[config.mk]
export PLATFORM = sky130hd
export DESIGN_NAME = cplx_result_avg
export DESIGN_NICKNAME = d
export VERILOG_FILES = /design/src/rtl/cplx_result_avg.sv
export SDC_FILE = /design/constraint.sdc
export NUM_CORES = 1
export LEC_CHECK = 0
export CELL_PAD_IN_SITES_DETAIL_PLACEMENT = 1
export CELL_PAD_IN_SITES_GLOBAL_PLACEMENT = 2
export CORE_ASPECT_RATIO = 1.1
export CORE_MARGIN = 2
export CORE_UTILIZATION = 34
export DETAILED_ROUTE_END_ITERATION = 10
export PLACE_DENSITY_LB_ADDON = 0.3
export SYNTH_ARGS = -nofsm -noshare
export SYNTH_HDL_FRONTEND = slang
export SYNTH_SLANG_ARGS = --single-unit
export TNS_END_PERCENT = 20
[constraint.sdc]
create_clock -name clk -period 5.2 [get_ports clk]
set_input_delay 1.3 -clock clk [delete_from_list [all_inputs] [get_ports clk]]
set_output_delay 1.3 -clock clk [all_outputs]
set_load 0.02 [all_outputs]
[src/rtl/cplx_result_avg.sv]
// cplx_result_avg: frame averager for packed complex result words.
// Accumulates 2^LOG2_N samples {real[31:16], imag[15:0]} and emits the
// per-component floor average as one packed word on a valid/ready port.
module cplx_result_avg #(
  parameter int LOG2_N = 2
) (
  input  logic              clk,
  input  logic              rst,
  input  logic [31:0]       in_data,
  input  logic              in_valid,
  output logic              in_ready,
  input  logic              clear,
  output logic [31:0]       out_data,
  output logic              out_valid,
  input  logic              out_ready,
  output logic [LOG2_N-1:0] frame_cnt
);

  // Headroom of LOG2_N bits above the sample width makes overflow impossible.
  localparam int ACC_W = 16 + LOG2_N;
  localparam logic [LOG2_N-1:0] CNT_LAST = {LOG2_N{1'b1}};
  localparam logic [LOG2_N-1:0] CNT_ONE  = LOG2_N'(1);

  typedef enum logic [0:0] {
    S_ACC = 1'b0,
    S_OUT = 1'b1
  } state_t;

  state_t                    state_q, state_d;
  logic signed [ACC_W-1:0]   acc_re_q, acc_re_d;
  logic signed [ACC_W-1:0]   acc_im_q, acc_im_d;
  logic        [LOG2_N-1:0]  cnt_q, cnt_d;
  logic        [31:0]        out_data_q, out_data_d;

  logic signed [ACC_W-1:0]   x_re_s, x_im_s;
  logic signed [ACC_W-1:0]   sum_re_s, sum_im_s;
  logic signed [ACC_W-1:0]   shr_re_s, shr_im_s;
  logic                      in_ready_s;
  logic                      accept_s;

  // Sign-extend the incoming halves and form the running sums and averages.
  always_comb begin
    x_re_s   = {{LOG2_N{in_data[31]}}, in_data[31:16]};
    x_im_s   = {{LOG2_N{in_data[15]}}, in_data[15:0]};
    sum_re_s = acc_re_q + x_re_s;
    sum_im_s = acc_im_q + x_im_s;
    shr_re_s = sum_re_s >>> LOG2_N;
    shr_im_s = sum_im_s >>> LOG2_N;
  end

  // in_ready is gated by rst so upstream never sees a ready during reset.
  assign in_ready_s = (state_q == S_ACC) && !rst;
  assign accept_s   = in_valid && in_ready_s;

  // Next-state logic: accumulate, emit on the last sample, clear overrides.
  always_comb begin
    state_d    = state_q;
    acc_re_d   = acc_re_q;
    acc_im_d   = acc_im_q;
    cnt_d      = cnt_q;
    out_data_d = out_data_q;

    case (state_q)
      S_ACC: begin
        if (accept_s) begin
          if (cnt_q == CNT_LAST) begin
            out_data_d = {shr_re_s[15:0], shr_im_s[15:0]};
            acc_re_d   = '0;
            acc_im_d   = '0;
            cnt_d      = '0;
            state_d    = S_OUT;
          end else begin
            acc_re_d   = sum_re_s;
            acc_im_d   = sum_im_s;
            cnt_d      = cnt_q + CNT_ONE;
          end
        end else begin
          state_d = S_ACC;
        end
      end
      S_OUT: begin
        if (out_ready) begin
          state_d = S_ACC;
        end else begin
          state_d = S_OUT;
        end
      end
      default: begin
        state_d = S_ACC;
      end
    endcase

    // A frame abort drops partial sums, any pending output and a coincident sample.
    if (clear) begin
      acc_re_d   = '0;
      acc_im_d   = '0;
      cnt_d      = '0;
      out_data_d = out_data_q;
      state_d    = S_ACC;
    end else begin
      state_d    = state_d;
    end
  end

  // State and datapath registers with synchronous active-high reset.
  always_ff @(posedge clk) begin
    if (rst) begin
      state_q    <= S_ACC;
      acc_re_q   <= '0;
      acc_im_q   <= '0;
      cnt_q      <= '0;
      out_data_q <= 32'h0000_0000;
    end else begin
      state_q    <= state_d;
      acc_re_q   <= acc_re_d;
      acc_im_q   <= acc_im_d;
      cnt_q      <= cnt_d;
      out_data_q <= out_data_d;
    end
  end

  assign in_ready  = in_ready_s;
  assign out_valid = (state_q == S_OUT);
  assign out_data  = out_data_q;
  assign frame_cnt = cnt_q;

endmodule

==> results.yml <==
synthesis:
  synth_warnings: 0
  synthCells: 468
  synth_area_per_cell_um2: 8.54
  netlist_area_um2: 4000
  ys_ff_latch: 71
  ys_types: 53
  yosysSeqAreaShare: 0.356
  synth_nets: 542
critical_path:
  crit_top_cell: "o21ai_0"
  reg2reg_depth: 10
  cp-end-kind: "register"
  r2r_slack_ps: 2460
  crit_path_cell_trace: "clkdlybuf4s50_1 > ha_1 > fa_1 > a21o_1 > a21oi_1 > o21a_1 > o21ai_0 > a41oi_1 > o21ai_0 > xnor2_1 > a22o_1"
  worstPathMaxFanout: 4
  rr_endpoint: "acc_re_q[14]"
  crit_buf_inv: 1
  crit_family: "compound AO/OA/AOI/OAI gates"
  criticalPathCategory: "in -> reg"
  worst_path_largest_cell_delay_ps: 440
  cp_data_arrival_time_ps: 4100
  startpoint_type: "input pin"
  r2r_start: "acc_re_q[0]"
  critPathSlowestCell: "clkdlybuf4s50_1"
  worst-endpoint-required_ps: 5420
cts:
  post_cts_buffers: 0
  cts_resized: 0
  cts.sinks: 71
  cts_inserted_buffers: 9
  postCtsHoldBufs: 0
  insertion_delay_ps: 330
  cts.reportedPaths.clkPinSlew_ps: 60
  cts_tree: "done"
  cts-root-buf: "clkbuf_16"
  htree_levels: 3
  cts_max_path_buffers: 2
placed_design:
  place_ws_ps: 942
  place.gp.congestion: 0.847
  placed_area_um2: 4870
  io_buffers: 72
  dpl.hpwl_um: 8210
global_route:
  grt_max_degree: 36
  grt_overflow_total: 0
  antenna_found_initial: 0
  grt_pass1_vias: 3921
  grt_usage: 0.190
  grt_first_pass_wirelength_um: 19200
floorplanning:
  die_area_um2: 12600
  die_w_um: 107
  fp.dieH_um: 118
  coreArea_um2: 11500
  row_count: 41
  io_pins: 73
  start_util: 0.348
drt:
  via_per_inst: 5.26
  drtAntennaViolNets: 0
  drc_errors: 0
  post_drt_wl_per_cell_um: 16.2
  routed_wl_um: 11200
  drt_iter0_markers: 92
  num_vias: 3639
  first_pass_iters: 4
pwr:
  clock_power_share: 0.478
  peakVddDrop_uv: 141
  power-per-cell-area_nw_per_um2: 272
  swShare: 0.236
  leakage_nw: 2.06
  p_int_mw: 1.08
  combPwrFrac: 0.129
  p_sw_mw: 0.334
  p_seq_frac: 0.394
final_layout:
  antenna_cells: 0
  fin_area_um2: 5200
  area_delta_synth_final_pct: 30.1
  drive_above_1_share: 0.0756
  fin_nets: 611
worst_hold_path:
  holdPathStages: 2
  hp-class: "reg -> reg"
  hp-start: "out_data[3]"
  whs_endpoint: "out_data[3]"
sta:
  fmax_mhz: 258
  finalSetupTns_ps: 0
  rsz0062_at_grt: "no"
  period_share: 0.746
  hold_viol: 0
  setup_violations: 0
  relSlewSlack: 0.450
  finClkSkew_ps: 3.66
  layout_setup_ws_ps: 1320
  maxSlewViolCount: 0
  min_period_ps: 3880
  worst_slew_pin_slew_ps: 821
outcome:
  status: "complete, no violations"
job:
  cap_violations: 0
## how the worst max path moves through the flow
stage | from | end | slack [ps] | depth (start not counted)
global placement | in_data[16] | acc_re_q[14] | 1000 | 11
CTS | in_data[16] | acc_re_q[14] | 1290 | 11
global route | in_data[16] | acc_re_q[14] | 1070 | 11
detailed placement | in_data[16] | acc_re_q[14] | 940 | 11
floorplan | in_data[16] | acc_re_q[14] | 1720 | 10
finish | in_data[16] | acc_re_q[14] | 1320 | 11
## cell usage after synthesis, drive strengths merged
| cell | instances | area share |
|---|---|---|
| a31oi | 1 | 0.0016 |
| o2111ai | 2 | 0.0059 |
| a21bo | 1 | 0.0025 |
| nor2b | 2 | 0.0031 |
| nor3 | 12 | 0.016 |
| a31o | 2 | 0.0044 |
| a21o | 16 | 0.030 |
| nor3b | 6 | 0.011 |
| nand2b | 3 | 0.0047 |
| a41oi | 2 | 0.0044 |
| or2 | 4 | 0.0063 |
| ha | 35 | 0.11 |
| fa | 2 | 0.010 |
| dfxtp | 71 | 0.36 |
| nor4 | 1 | 0.0016 |
| buf | 2 | 0.0022 |
| nand3b | 1 | 0.0019 |
| o221ai | 1 | 0.0022 |
| a211o | 1 | 0.0022 |
| clkbuf | 17 | 0.016 |
| o21ai | 16 | 0.020 |
| and2 | 3 | 0.0050 |
| o21bai | 4 | 0.0075 |
| nand2 | 65 | 0.061 |
| and3 | 2 | 0.0031 |
| o22ai | 1 | 0.0016 |
| a211oi | 9 | 0.018 |
| xor2 | 7 | 0.015 |
| a22oi | 10 | 0.019 |
| a21oi | 61 | 0.080 |
| and2b | 1 | 0.0022 |
| inv | 7 | 0.0066 |
| a311oi | 2 | 0.0075 |
| nand3 | 3 | 0.0038 |
| or3 | 4 | 0.0078 |
| a22o | 18 | 0.039 |
| nor2 | 38 | 0.036 |
| o21a | 2 | 0.0038 |
| o211ai | 2 | 0.0038 |
| nand4 | 5 | 0.0078 |
| xnor2 | 26 | 0.059 |
## state kept, by name, indices dropped and copies added, names as in the netlist
| signal | flops |
|---|---|
| out_data | 32 |
| acc_im_q | 18 |
| acc_re_q | 18 |
| frame_cnt | 2 |
| out_valid | 1 |
## cells in the final DEF (no fill, tap or decap), types with 2 or more instances in the layout
cell type	count
clkdlybuf4s50_1	72
dfxtp_1	71
nand2_1	65
a21oi_1	57
nor2_1	37
ha_1	35
xnor2_1	25
a22o_1	18
a21o_1	15
o21ai_0	15
nor3_1	11
a22oi_1	10
clkbuf_16	9
a211oi_1	8
xor2_1	7
inv_1	7
nor3b_1	6
nand4_1	5
buf_4	5
a21oi_2	4
or2_2	4
o21bai_1	4
nand3_1	3
nand2b_1	3
and2_1	2
o21a_1	2
a41oi_1	2
or3_1	2
a311oi_2	2
and3_1	2
nor2b_1	2
o211ai_1	2
fa_1	2
clkbuf_8	2
bufinv_16	2
clkbuf_1	2
## cell families (layout without fill, tap and decap cells)
family	Yosys count	count (layout)	share of synthesized area
compound gates	151	151	0.254
simple gates	150	150	0.172
flops	71	71	0.356
fa+ha+maj	37	37	0.120
xor+xnor	33	33	0.0742
buf+inv	26	100	0.0247
## worst min-delay path, cell delays in order, from the launching register on
cell     delay (ps)
dfxtp_1         310
nand2_1          50
a21oi_1          50
## per-stage QoR
step                      power, mW  hold WS [ps]  instances   util
after floorplan               0.684           429        468      -
after global placement        0.747           442        676  0.424
after detailed placement      0.750           450        676  0.424
after CTS                      1.44           458        692  0.452
after global routing           1.48           473        692  0.452
final                          1.41           456        692  0.452
## power groups by stage
stage	Clock, mW	Sequential, mW	Combinational (mW)
2_1_floorplan	0	0.568	0.117
3_3_place_gp	0	0.568	0.179
3_5_place_dp	0	0.568	0.182
4_1_cts	0.697	0.556	0.184
5_1_grt	0.720	0.557	0.203
6_report	0.676	0.557	0.182
## per-layer routing
layer  part of all wire  vias up  global-route usage
met5                  0        -                   0
met4              0.016        0              0.0561
met3              0.029       13              0.0349
met2               0.52       50               0.343
met1               0.44     1753               0.226
li1                   -     1823                   -
## cell type report
type | count | area [um2]
fill | 1363 | 6290
multi-input combinational | 371 | 2480
tap | 150 | 188
inverter | 7 | 26.3
sequential | 71 | 1420
clock buffer | 13 | 260
timing repair buffer | 77 | 758
clock inverter | 3 | 65.1
No activity file was read; power rests on OpenSTA's default activity.
